$ cat src/rtl/shift_right_seq.sv
// Multi-cycle SRL/SRA unit: shifts by up to 4 bits per cycle under a start/done handshake.
// The controller stalls the pipeline while busy_o is high.
module shift_right_seq #(
  parameter int WIDTH = 32
) (
  input  logic             clk_i,
  input  logic             rst_i,
  input  logic             start_i,
  input  logic [WIDTH-1:0] data_i,
  input  logic [4:0]       shamt_i,
  input  logic             arith_i,
  output logic             busy_o,
  output logic             done_o,
  output logic [WIDTH-1:0] data_o,
  output logic [1:0]       dbg_state_o
);

  // Handshake: start_i is sampled only in IDLE; done_o is a one-cycle pulse
  // with data_o valid in that cycle; data_o holds until the next completion.
  typedef enum logic [1:0] {
    S_IDLE  = 2'd0,
    S_SHIFT = 2'd1,
    S_DONE  = 2'd2
  } state_t;

  state_t           r_state;
  logic [WIDTH-1:0] r_work;
  logic [4:0]       r_rem;
  logic             r_fill;
  logic [WIDTH-1:0] r_data;

  logic             w_big;
  logic [WIDTH-1:0] w_step;
  logic [4:0]       w_rem_next;

  // Take a 4-bit stride while at least 4 remain, then finish one bit at a time.
  assign w_big      = (r_rem >= 5'd4);
  assign w_step     = w_big ? {{4{r_fill}}, r_work[WIDTH-1:4]} : {r_fill, r_work[WIDTH-1:1]};
  assign w_rem_next = r_rem - (w_big ? 5'd4 : 5'd1);

  always_ff @(posedge clk_i or posedge rst_i) begin
    if (rst_i) begin
      r_state <= S_IDLE;
      r_work  <= '0;
      r_rem   <= '0;
      r_fill  <= 1'b0;
      r_data  <= '0;
    end else begin
      case (r_state)
        S_IDLE: begin
          if (start_i) begin
            r_work <= data_i;
            r_rem  <= shamt_i;
            r_fill <= arith_i & data_i[WIDTH-1];
            if (shamt_i == 5'd0) begin
              r_data  <= data_i;
              r_state <= S_DONE;
            end else begin
              r_state <= S_SHIFT;
            end
          end
        end
        S_SHIFT: begin
          r_work <= w_step;
          r_rem  <= w_rem_next;
          if (w_rem_next == 5'd0) begin
            r_data  <= w_step;
            r_state <= S_DONE;
          end
        end
        S_DONE:  r_state <= S_IDLE;
        default: r_state <= S_IDLE;
      endcase
    end
  end

  assign busy_o      = (r_state != S_IDLE);
  assign done_o      = (r_state == S_DONE);
  assign data_o      = r_data;
  assign dbg_state_o = r_state;

endmodule
$ cat config.mk
export PLATFORM = sky130hd
export DESIGN_NAME = shift_right_seq
export DESIGN_NICKNAME = d
export VERILOG_FILES = /design/src/rtl/shift_right_seq.sv
export SDC_FILE = /design/constraint.sdc
export NUM_CORES = 1
export LEC_CHECK = 0
export ABC_AREA = 0
export CAP_MARGIN = 20
export CORE_ASPECT_RATIO = 1.4
export CORE_MARGIN = 2
export CORE_UTILIZATION = 30
export DETAILED_ROUTE_END_ITERATION = 10
export GPL_ROUTABILITY_DRIVEN = 0
export HOLD_SLACK_MARGIN = 0.08
export SYNTH_ARGS = -nofsm -noshare
export SYNTH_HDL_FRONTEND = slang
export SYNTH_SLANG_ARGS = --single-unit
$ cat constraint.sdc
create_clock -name clk_i -period 6.3 [get_ports clk_i]
set_input_delay 1.26 -clock clk_i [delete_from_list [all_inputs] [get_ports clk_i]]
set_output_delay 1.26 -clock clk_i [all_outputs]
set_load 0.01 [all_outputs]
Word-level counts from Yosys, hierarchy flattened
Cells that the tools add are included.
W data, S select, Z words.
- shift operators: 0
- div/mod/pow operators: 0
- multiplexer cells: 14
- add/subtract/negate cells: 1
- $mul: 0
- reductions and logical operators: 9
- bitwise gates (word level): 1
- equality and inequality tests: 5
- $lt $le $gt $ge: 1
- operators by type and width (operator ; number):
    $mux W32 ; 4
    $pmux W32 S2 ; 2
    $mux W31 ; 1
    $logic_not A5 Y1 ; 2
    $pmux W5 S2 ; 1
    $mux W2 ; 3
    $ne A2 B2 Y1 const B ; 3
    $reduce_and A2 Y1 ; 3
    $ge A5 B3 Y1 const B ; 1
    $mux W5 ; 1
    $sub A5 B3 Y5 ; 1
    $pmux W2 S2 ; 1
    $reduce_and A4 Y1 ; 1
    $reduce_bool A2 Y1 ; 2
    $mux W3 ; 1
    $eq A2 B1 Y1 const B ; 1
    $eq A2 B2 Y1 const B ; 1
    $logic_not A2 Y1 ; 1
    $and A1 B1 Y1 ; 1
- memory bits (read-only): 0
- latch bits: 0
- memories: 0
- bits in writable memories: 0
- flip-flop bits (word level): 72
- output and inout bits: 36
- logic and storage cells: 36
- bits of input ports: 41

Logic depth before layout (Yosys ltp)
Gate-level depths: netlist (run 1).
- depth in word-level cells: 6
- mapped depth: 12
- depth with buffers taken out: 7

Least setup slack after synthesis (run 1)
Ideal clock, no wire load.
- path type: input -> register
- from: input port shamt_i[3]
- to: register r_data[0] (netlist: data_o[0])
- buffers on the path: 2
- cell stages on the path: 7
- setup slack: 3.163 ns
- setup time: 0.125 ns
- arrival: 3.011 ns
- data required time: 6.175 ns
- path through: or4_4 -> nor4b_2 -> a21oi_1 -> a2111o_1 -> buf_6 -> buf_6 -> mux2_4
- cells in the longest elaborated chain, start to end: 3
- RTL lines (item ; RTL line ; text):
    start, declared ; 10 ; input logic [4:0] shamt_i,
    $logic_not A5 Y1 ; 55 ; if (shamt_i == 5'd0) begin
    $ne A2 B2 Y1 (no source line) ; -- ;
    $reduce_and A4 Y1 (no source line) ; -- ;
    end signal, assigned ; 56 ; r_data <= data_i;
    end signal, assigned ; 67 ; r_data <= w_step;
    end, declared ; 30 ; logic [WIDTH-1:0] r_data;
Every way passes these cells.
A chain may end at the register's enable or synchronous reset.

Worst setup path after layout (run 1)
Ends and elaborated chain as after synthesis.

==> qor.txt, run 1 <==
=================================================================================================
Transition time at the pin with the least slew margin                                      975 ps
DP HPWL                                                                                   5.74 mm
Vias                                                                                         2761
Final Max Slew Viols                                                                            0
Multi-input combinational cell area                                                  0.00161 sq mm
Number of fill cells in the layout                                                           1206
Most frequent cell after synthesis                                                        dfrtp_1
Antenna-violating nets left                                                                     0
Clock transition at the registers of the reported paths                                     50 ps
Number of cells upsized or downsized after cts                                                  0
Critical-path maximum fanout                                                                   33
Static leakage                                                                            2.11 nW
Longest Clk Path Bufs                                                                           2
Cell taking the most area after synthesis                                                 dfrtp_1
Pin count of the biggest net entering global routing                                           72
Top-area cell type share of the netlist area                                                49.5%
Global Route Usage Sum                                                                      14.3%
Minimum period implied by the final worst setup slack                                     3650 ps
WL final                                                                                  8.58 mm
Number of flops mapped to enable cells by yosys                                                 0
Clock Sinks                                                                                    71
Core footprint                                                                       0.0118 sq mm
Initial core utilization                                                                    30.5%
Proportion of synthesized chip area in sequential cells                                     49.5%
TritonCTS clock tree                                                                         done
Via count of the first global-routing pass                                                   2967
Die area                                                                             0.0129 sq mm
Share of layout cells above drive strength 1                                                10.6%
Endpoint arrival time on the critical path                                                3860 ps
H-tree levels                                                                                   3
Power Dens Cells                                                                      557 mW/mm^2
Leftover overflow at the end of global routing                                                  0
Maximum clock skew at final layout                                                        4.97 ps
Cell-internal power                                                                       1.61 mW
Standard cell area after detailed placement                                          0.00447 sq mm
Number of buffers created by CTS                                                                9
Critical register-to-register path endpoint                                          data_o[0]$_DFFE_PP0P_
Startpoint types                                                                     primary input
Buffer count from post-CTS setup fixing                                                         0
Net load switching power                                                                  1.04 mW
Count of yosys warnings during synthesis                                                        0
Fraction of the cycle the final worst path needs                                            58.0%
Slew HR                                                                                     35.0%
Hold-fix buffers at CTS                                                                         0
Cell Area, Synth                                                                     0.00359 sq mm
Share of synthesized flip-flops with an asynchronous set or reset                            100%
Most frequent cells after synthesis                                                  71 x dfrtp_1, 49 x mux2i_1, 42 x nand2_1, 39 x o21ai_0, 30 x a21oi_1
Total iterations of the first detailed-routing run                                              4
Beginning of the worst register-to-register path                                     r_rem[3]$_DFFE_PP0P_
Skew-Pair Late Insertion Delay                                                             330 ps
CTS Root Buffer Type                                                                    clkbuf_16
Antenna diode count                                                                             0
RSZ-0062 raised after global routing                                                           no
Minimum setup slack among reg-to-reg paths                                                2730 ps
Number of cells on the worst reg-to-reg path                                                    8
Storage element area                                                                 0.00178 sq mm
Gate count after technology mapping                                                           360
Number of vias per cell after detailed routing                                               4.77
Relative contribution of the clock network to total power                                   17.8%
Global-route wire length before repair                                                    14.3 mm
Drt first-iter violations                                                                     118
Final hold violation count                                                                      0
Dominant register cell in the synthesized netlist                                         dfrtp_1
Area growth from synthesis to final layout                                                  32.3%
Number of antenna violations at the first check in global routing                               0
Post-synthesis register bit count                                                              71
Max-capacitance violation count                                                                 0
Achievable Freq                                                                         0.274 GHz
Placement Rows                                                                                 47
Status                                                                               finished, final reports clean
Crit Path Category                                                                   primary input to flip-flop
Part of the total power dissipated in combinational logic                                   49.5%
Critical Path RT                                                                          6510 ps
Final std cell area, no fill                                                         0.00475 sq mm
Die boundary height                                                                   133 microns
Post-Synthesis Net Count                                                                      403
Power share of the sequential group                                                         32.7%
Hold path startpoint                                                                 r_work[1]$_DFFE_PP0P_
Horizontal extent of the die                                                         96.4 microns
Number of distinct library cell variants in the gate-level netlist after synthesis             32
IR drop worst, VDD                                                                     0.000179 V
TNS Setup                                                                                    0 ps
Port Buffer Count                                                                              76
Avg WL per Cell                                                                      14.8 microns
Terminating pin of the worst hold path                                               r_work[1]$_DFFE_PP0P_
DRC Markers                                                                                     0
Sw frac                                                                                     39.2%
Endpoint type of the worst setup path                                                   flip-flop
Class of the most critical hold timing path                                          flip-flop to flip-flop
Cell types with the largest area share after synthesis                               dfrtp_1 50%, mux2i_1 14%, o21ai_0 5.4%, nand2_1 4.4%, a21oi_1 4.2%
Nets                                                                                          470
Per-instance average area after synthesis                                              9.96 sq um
Hold Crit Depth                                                                                 1
Number of ports placed on the die boundary                                                     77
Total setup violations reported at the end of the flow                                          0
=================================================================================================
worst max-delay path by stage:
| stage | cells past startpoint | endpoint | start |
|---|---|---|---|
| final | 6 | data_o[0]$_DFFE_PP0P_ | shamt_i[3] |
| after CTS | 6 | data_o[7]$_DFFE_PP0P_ | shamt_i[3] |
| after global routing | 8 | data_o[5]$_DFFE_PP0P_ | r_rem[3]$_DFFE_PP0P_ |
| after global placement | 6 | data_o[7]$_DFFE_PP0P_ | shamt_i[3] |
| after floorplan | 7 | data_o[0]$_DFFE_PP0P_ | shamt_i[3] |
| after detailed placement | 6 | data_o[6]$_DFFE_PP0P_ | shamt_i[3] |
sequential cells by signal (all words and copies together), names as in the netlist:
| signal | cells |
|---|---|
| r_rem | 5 |
| data_o | 32 |
| r_fill | 1 |
| dbg_state_o | 2 |
| r_work | 31 |
power by group through the flow:
stage          registers, mW  logic [mW]  clock network, mW
2_1_floorplan          0.849       0.896                  0
3_3_place_gp           0.868        1.30                  0
3_5_place_dp           0.871        1.33                  0
4_1_cts                0.869        1.34              0.486
5_1_grt                0.897        1.46              0.507
6_report               0.866        1.31              0.470
placed cells by master, fill, tap and decap left out:
master,count
mux2i_1,49
nor4b_2,1
a31oi_1,1
o22ai_1,3
o211ai_1,2
nand2_1,41
a221oi_1,1
dfrtp_1,71
o21ai_4,1
o21ai_0,38
nor4_1,3
clkdlybuf4s50_1,76
clkbuf_8,2
a22o_1,1
inv_2,1
o22a_1,2
a21oi_1,30
o21a_1,1
mux2_2,13
ha_1,2
nand2b_1,4
nand3_1,2
xnor2_1,1
buf_4,4
clkbuf_16,9
or3b_1,1
nand2_2,1
clkbuf_1,2
clkinv_2,2
or4_4,1
inv_1,26
clkinvlp_4,1
a2111o_2,1
nor3_2,1
clkinv_1,1
nor2_1,26
mux2_4,8
nor3_1,1
o31ai_1,1
cells by family (layout without fill, tap and decap cells):
family,after synthesis,count (layout),share of synthesized area (%)
compound gates,82,82,12.5
xor+xnor,1,1,0.244
fa+ha+maj,2,2,0.698
buf+inv,52,124,6.07
flops,71,71,49.5
mux,70,70,21.1
simple gates,82,82,9.87
layer usage:
layer,global-route usage [%],part of all wire (%),vias to the layer above
met4,5.63,1.6,0
met3,3.73,3.9,8
li1,-,-,1364
met5,0,0,-
met2,23.6,51,56
met1,17.7,44,1333
critical path, cell delays in order:
cell             delay [ps]
clkdlybuf4s50_1         420
or4_4                   550
nor4b_2                 260
a21oi_1                  80
a2111o_2                820
mux2_4                  430
final cells by class:
class,instances,area share [%]
Sequential cell,71,37.4
Multi-Input combinational cell,237,34.0
Timing Repair Buffer,80,16.7
Clock buffer,13,5.48
Tap cell,147,3.88
Inverter,28,2.21
Clock inverter,3,0.369
stage by stage:
step                worst slack (ps)  hold WS [ps]  instances  utilization (%)  power [mW]
finish                          2650           507        579             40.4        2.65
global route                    2480           529        579             40.4        2.87
CTS                             2630           510        579             40.4        2.69
detailed placement              2280           497        563             38.0        2.20
global placement                2330           489        563             38.0        2.17
floorplan                       3160           470        360                -        1.75
(Power assumes the default switching activity.)
==> run 2: changes to the inputs <==
- clock period: 6.3 -> 3.8 ns (I/O delays scaled with it)
==> run 2 against run 1 <==
Compared with the run above:
- power is 73% higher
- wire length increased by 3.6%
- critical path depth increased by 1
- sequential share of layout area decreased by 0.57 points
- first-iteration DRC count shrank 13%
- critical path type unchanged
- largest power group unchanged
- highest routed layer unchanged
==> qor.txt, run 2 (same netlist as run 1, synthesis figures left out) <==
=====================================================================================
Status                                                                   finished, final reports clean
Fraction of the cycle the final worst path needs                                81.1%
Endpoint arrival time on the critical path                                    3290 ps   -570 ps
Crit Path Category                                                       primary input to flip-flop
Clock Sinks                                                                        71   unchanged
Avg WL per Cell                                                          15.3 microns   +3.2%
Maximum clock skew at final layout                                            8.13 ps   +3.16 ps
Global Route Usage Sum                                                          14.9%   +0.55 points
CTS Root Buffer Type                                                        clkbuf_16
Multi-input combinational cell area                                      0.00161 sq mm   unchanged
Nets                                                                              472   +0.43%
Most frequent standard cell in the layout excluding fill and tap cells   clkdlybuf4s50_1
Max-capacitance violation count                                                     0   unchanged
Sw frac                                                                         38.8%   -0.43 points
Skew-Pair Late Insertion Delay                                                 330 ps   about the same
Static leakage                                                                2.15 nW   +1.6%
Buffer count from post-CTS setup fixing                                             0   unchanged
Number of antenna violations at the first check in global routing                   0   unchanged
Number of fill cells in the layout                                               1159   -3.9%
Area growth from synthesis to final layout                                      34.4%
Final std cell area, no fill                                             0.00482 sq mm   +1.6%
Die boundary height                                                       133 microns   unchanged
Standard cell area after detailed placement                              0.00450 sq mm   +0.62%
Cell family contributing the most delay on the critical path             simple AND/OR/NAND/NOR gates
Flip-flop count of the largest register after layout                               32   unchanged
Power share of the sequential group                                             31.5%   -1.2 points
IR drop worst, VDD                                                         0.000321 V   +79%
DP HPWL                                                                       6.25 mm   +8.8%
Power Dens Cells                                                          947 mW/mm^2   +70%
TNS Setup                                                                        0 ps   unchanged
Net load switching power                                                      1.77 mW   +71%
Final worst-path setup slack                                                   718 ps   -1930 ps
Number of ports placed on the die boundary                                         77   unchanged
DRC Markers                                                                         0   unchanged
Class of the most critical hold timing path                              flip-flop to flip-flop
Final Max Slew Viols                                                                0   unchanged
Highest-count cells in the layout ignoring fill and taps                 76 x clkdlybuf4s50_1, 71 x dfrtp_1, 49 x mux2i_1
Share of layout cells above drive strength 1                                    11.3%   +0.64 points
Relative contribution of the clock network to total power                       20.0%   +2.2 points
Buffers & Inverters on Critical Path                                                2   +1
Number of cells upsized or downsized after cts                                      0   unchanged
Global-route wire length before repair                                        14.9 mm   +4.3%
Part of the total power dissipated in combinational logic                       48.5%   -1.0 points
Horizontal extent of the die                                             96.4 microns   unchanged
Number of non-filler instances in the completed layout                            581   +0.35%
Count of placed standard cells including taps                                     565   +0.36%
Hold-fix buffers at CTS                                                             0   unchanged
Drt first-iter violations                                                         103   -13%
Clock transition at the registers of the reported paths                         60 ps   about the same
Critical-path maximum fanout                                                       21   -36%
RSZ-0062 raised after global routing                                               no
Critical Path RT                                                              4010 ps   -2500 ps
Startpoint types                                                         primary input
Antenna diode count                                                                 0   unchanged
Slew HR                                                                         47.0%   +12 points
Port Buffer Count                                                                  76   unchanged
Number of vias per cell after detailed routing                                   4.89   +2.5%
Storage element area                                                     0.00178 sq mm   unchanged
Total Power Consumption                                                       4.57 mW   +73%
Vias                                                                             2840   +2.9%
Initial core utilization                                                        30.5%   unchanged
Transition time at the pin with the least slew margin                          794 ps   -180 ps
WL final                                                                      8.88 mm   +3.6%
Endpoint type of the worst setup path                                       flip-flop
TritonCTS clock tree                                                             done
Via count of the first global-routing pass                                       3002   +1.2%
Total iterations of the first detailed-routing run                                  4   unchanged
Antenna-violating nets left                                                         0   unchanged
Placement-stage worst setup slack                                              363 ps   -1910 ps
Minimum period implied by the final worst setup slack                         3080 ps
Leftover overflow at the end of global routing                                      0   unchanged
Placement Rows                                                                     47   unchanged
Number of buffers created by CTS                                                    9   unchanged
Longest Clk Path Bufs                                                               2   unchanged
Cells traversed along the worst timing path                              clkdlybuf4s50_1 -> or4_4 -> nor4b_2 -> a21oi_1 -> a2111o_2 -> buf_4 -> mux2i_1
Final hold violation count                                                          0   unchanged
Total setup violations reported at the end of the flow                              0   unchanged
Largest stage delay, worst path                                                710 ps   -110 ps
Pin count of the biggest net entering global routing                               69   -4.2%
Worst-path cell with the longest stage delay                                 a2111o_2
Core footprint                                                           0.0118 sq mm   unchanged
Achievable Freq                                                             0.325 GHz
Cell-internal power                                                           2.80 mW   +74%
H-tree levels                                                                       3   unchanged
Die area                                                                 0.0129 sq mm   unchanged
=====================================================================================
==> run 2: final timing paths <==
kind / depth (start not counted) / slack (ps) / endpoint / startpoint
hold reg to reg: 1 / 510 / r_work[1]$_DFFE_PP0P_ / r_work[1]$_DFFE_PP0P_
hold / removal: 1 / 510 / r_work[1]$_DFFE_PP0P_ / r_work[1]$_DFFE_PP0P_
max in group asynchronous: 3 / 2230 / data_o[3]$_DFFE_PP0P_ / rst_i
setup / recovery: 7 / 720 / data_o[19]$_DFFE_PP0P_ / shamt_i[3]
setup reg to reg: 8 / 890 / data_o[19]$_DFFE_PP0P_ / r_rem[3]$_DFFE_PP0P_
min in group asynchronous: 2 / 900 / r_work[16]$_DFFE_PP0P_ / rst_i
==> run 2: cell type report <==
type,instances,share of cell area (%)
Timing Repair Buffer,82,17.0
Multi-Input combinational cell,237,33.4
Sequential cell,71,36.9
Inverter,28,2.18
Clock buffer,11,5.04
Clock inverter,5,1.69
Tap cell,147,3.82
==> run 2: worst reg2reg max path: cells and delay by family (launching register included) <==
family                     cells  cell delay [ps]
buffers and inverters          1              330
AOI/OAI and AO/OA              2              910
and+or+nand+nor                3              660
adders and majority gates      1              290
DFF                            1              460
muxes                          1              150
==> run 2: through the flow <==
step | hold WS (ps) | util [%]
global route | 512 | 41.0
detailed placement | 497 | 38.2
floorplan | 470 | -
CTS | 509 | 41.0
global placement | 489 | 38.2
finish | 505 | 41.0
==> run 2: power groups by stage <==
| stage | sequential, mW | combinational (mW) | clock (mW) |
|---|---|---|---|
| after CTS | 1.44 | 2.25 | 0.924 |
| after global routing | 1.49 | 2.48 | 0.960 |
| after detailed placement | 1.45 | 2.24 | 0 |
| after global placement | 1.44 | 2.19 | 0 |
| final | 1.44 | 2.21 | 0.911 |
| after floorplan | 1.41 | 1.49 | 0 |
==> run 2: metal layers <==
metal,routed length [microns],up-vias,track usage (%)
met2,4510,65,24.6
met1,3840,1393,18.5
met4,197,0,6.81
li1,-,1366,-
met3,330,16,2.83
met5,0,-,0
==> run 3: changes to the inputs <==
- clock period: 3.8 -> 2.5 ns (I/O delays scaled with it)
==> run 3 against run 2 <==
Compared with the run above:
- the run now ends with negative setup slack left
- global-route usage is 0.32 points lower
- cell count is 3.1% higher
- final area is 4.9% higher
- wire length is 0.35% lower
- clock power is 23% higher
- clock-buffer cell count stayed put
==> qor.txt, run 3 (same netlist as run 1, synthesis figures left out) <==
=====================================================================================
Status                                                                   finished with violations
Violated checks                                                          negative setup slack
Avg WL per Cell                                                          14.8 microns   -3.3%
Beginning of the worst register-to-register path                         r_rem[4]$_DFFE_PP0P_
DP HPWL                                                                       6.11 mm   -2.2%
Number of ports placed on the die boundary                                         77   unchanged
Number of antenna violations at the first check in global routing                   0   unchanged
RSZ-0062 raised after global routing                                              yes
Leftover overflow at the end of global routing                                      0   unchanged
Fraction of the cycle the final worst path needs                                 102%
Share of layout cells above drive strength 1                                    16.4%   +5.1 points
Class of the most critical hold timing path                              flip-flop to flip-flop
Largest stage delay, worst path                                                540 ps   -170 ps
Total iterations of the first detailed-routing run                                  4   unchanged
Worst-path cell with the longest stage delay                                 a2111o_2
Buffers & Inverters on Critical Path                                                1   -1
Horizontal extent of the die                                             96.4 microns   unchanged
Critical Path RT                                                              2710 ps   -1300 ps
Placement Rows                                                                     47   unchanged
Global-route wire length before repair                                        14.4 mm   -3.4%
Drt first-iter violations                                                         102   -0.97%
Initial core utilization                                                        30.5%   unchanged
Cells traversed along the worst timing path                              nor3_4 -> ha_4 -> nand2b_4 -> nor4_4 -> a31oi_2 -> a2111o_2 -> clkbuf_16 -> mux2_4
Storage element area                                                     0.00178 sq mm   +0.14%
Port Buffer Count                                                                  76   unchanged
TNS Setup                                                                     -615 ps   -615 ps
WL final                                                                      8.85 mm   -0.35%
Power Dens Cells                                                         1410 mW/mm^2   +49%
TritonCTS clock tree                                                             done
Most frequent standard cell in the layout excluding fill and tap cells   clkdlybuf4s50_1
Pin count of the biggest net entering global routing                               72   +4.3%
Maximum clock skew at final layout                                            4.66 ps   -3.47 ps
Start point of the critical path                                         r_rem[4]$_DFFE_PP0P_
Via count of the first global-routing pass                                       2944   -1.9%
Nets                                                                              493   +4.4%
Area growth from synthesis to final layout                                      41.0%
Cell family contributing the most delay on the critical path             simple AND/OR/NAND/NOR gates
Number of vias per cell after detailed routing                                   4.71   -3.6%
DRC Markers                                                                         0   unchanged
H-tree levels                                                                       3   unchanged
Final worst-path setup slack                                                 -53.9 ps   -772 ps
Hold path startpoint                                                     r_work[2]$_DFFE_PP0P_
Final hold violation count                                                          0   unchanged
Multi-input combinational cell area                                      0.00167 sq mm   +3.7%
Die boundary height                                                       133 microns   unchanged
Crit Path Category                                                       flip-flop to flip-flop
Core footprint                                                           0.0118 sq mm   unchanged
Worst-case hold slack                                                          509 ps   +4.32 ps
IR drop worst, VDD                                                         0.000547 V   +70%
Hold-fix buffers at CTS                                                             0   unchanged
Endpoint type of the worst setup path                                       flip-flop
Number of fill cells in the layout                                               1176   +1.5%
Max-capacitance violation count                                                     0   unchanged
CTS Root Buffer Type                                                        clkbuf_16
Static leakage                                                                2.29 nW   +6.6%
Longest Clk Path Bufs                                                               2   unchanged
Startpoint types                                                            flip-flop
Clock transition at the registers of the reported paths                         50 ps   about the same
Minimum period implied by the final worst setup slack                         2550 ps
Final Max Slew Viols                                                                0   unchanged
Skew-Pair Late Insertion Delay                                                 330 ps   about the same
Antenna-violating nets left                                                         0   unchanged
Antenna diode count                                                                 0   unchanged
Clock Sinks                                                                        71   unchanged
Vias                                                                             2823   -0.60%
Die area                                                                 0.0129 sq mm   unchanged
Achievable Freq                                                             0.392 GHz
Transition time at the pin with the least slew margin                          569 ps   -226 ps
Number of buffers created by CTS                                                    9   unchanged
Global Route Usage Sum                                                          14.5%   -0.32 points
Critical-path maximum fanout                                                        8   -62%
Flip-flop count of the largest register after layout                               32   unchanged
Total setup violations reported at the end of the flow                             28   +28
Endpoint arrival time on the critical path                                    2770 ps   -520 ps
Highest-count cells in the layout ignoring fill and taps                 73 x clkdlybuf4s50_1, 69 x dfrtp_1, 49 x mux2i_1
Slew HR                                                                         62.1%   +15 points
=====================================================================================
==> run 3: cell count changes in the layout (fill, tap and decap cells not counted), sizes merged <==
| cell | delta |
|---|---|
| buf | +20 |
| bufinv | -2 |
| clkbuf | +1 |
| clkdlybuf4s50 | -3 |
| clkinvlp | -1 |
| dlygate4sd2 | +1 |
| dlymetal6s2s | +2 |
==> run 3: layer usage <==
metal	track usage (%)	vias up	routed length [microns]
met2	23.8	62	4550
met4	6.49	0	213
met1	18.5	1349	3800
li1	-	1400	-
met5	0	-	0
met3	2.60	12	292
==> run 3: cell type report <==
type,instances,area share (%)
Clock buffer,11,4.80
Clock inverter,2,0.198
Sequential cell,71,35.2
Timing Repair Buffer,103,21.0
Tap cell,147,3.64
Multi-Input combinational cell,237,33.1
Inverter,28,2.08
==> run 3: repair_timing <==
action	4_1_cts	5_1_grt
pin swaps	1	8
setup buffers	1	4
resized for setup	2	9
endpoints found under the hold margin	0	0
setup endpoints to repair	30	32
cloned	0	1
==> run 3: final timing paths <==
| check | endpoint | slack [ps] | cells after the start |
|---|---|---|---|
| hold / removal | r_work[2]$_DFFE_PP0P_ | 510 | 1 |
| setup / recovery | data_o[0]$_DFFE_PP0P_ | -50 | 8 |
| max in group asynchronous | r_rem[2]$_DFFE_PP0P_ | 1620 | 3 |
| setup reg to reg | data_o[0]$_DFFE_PP0P_ | -50 | 8 |
| hold reg to reg | r_work[2]$_DFFE_PP0P_ | 510 | 1 |
| min in group asynchronous | r_work[13]$_DFFE_PP0P_ | 570 | 3 |
==> run 3: metrics by stage <==
step                      std cells  total power [mW]  util (%)  setup slack (ps)  cell area (sq um)
final                           599              7.14      43.0             -53.9               5060
after floorplan                 360              4.45         -              -189               3620
after global placement          580              5.87      39.9              -434               4690
after CTS                       594              7.09      42.1             -51.6               4960
after detailed placement        580              5.92      39.9              -442               4690
after global routing            599              7.70      43.0              -112               5060
==> run 3: where the power goes <==
part	switching, mW	total [mW]	internal, mW
combinational	1.87	3.87	1.99
clock	0.442	1.12	0.677
sequential	0.427	2.15	1.73
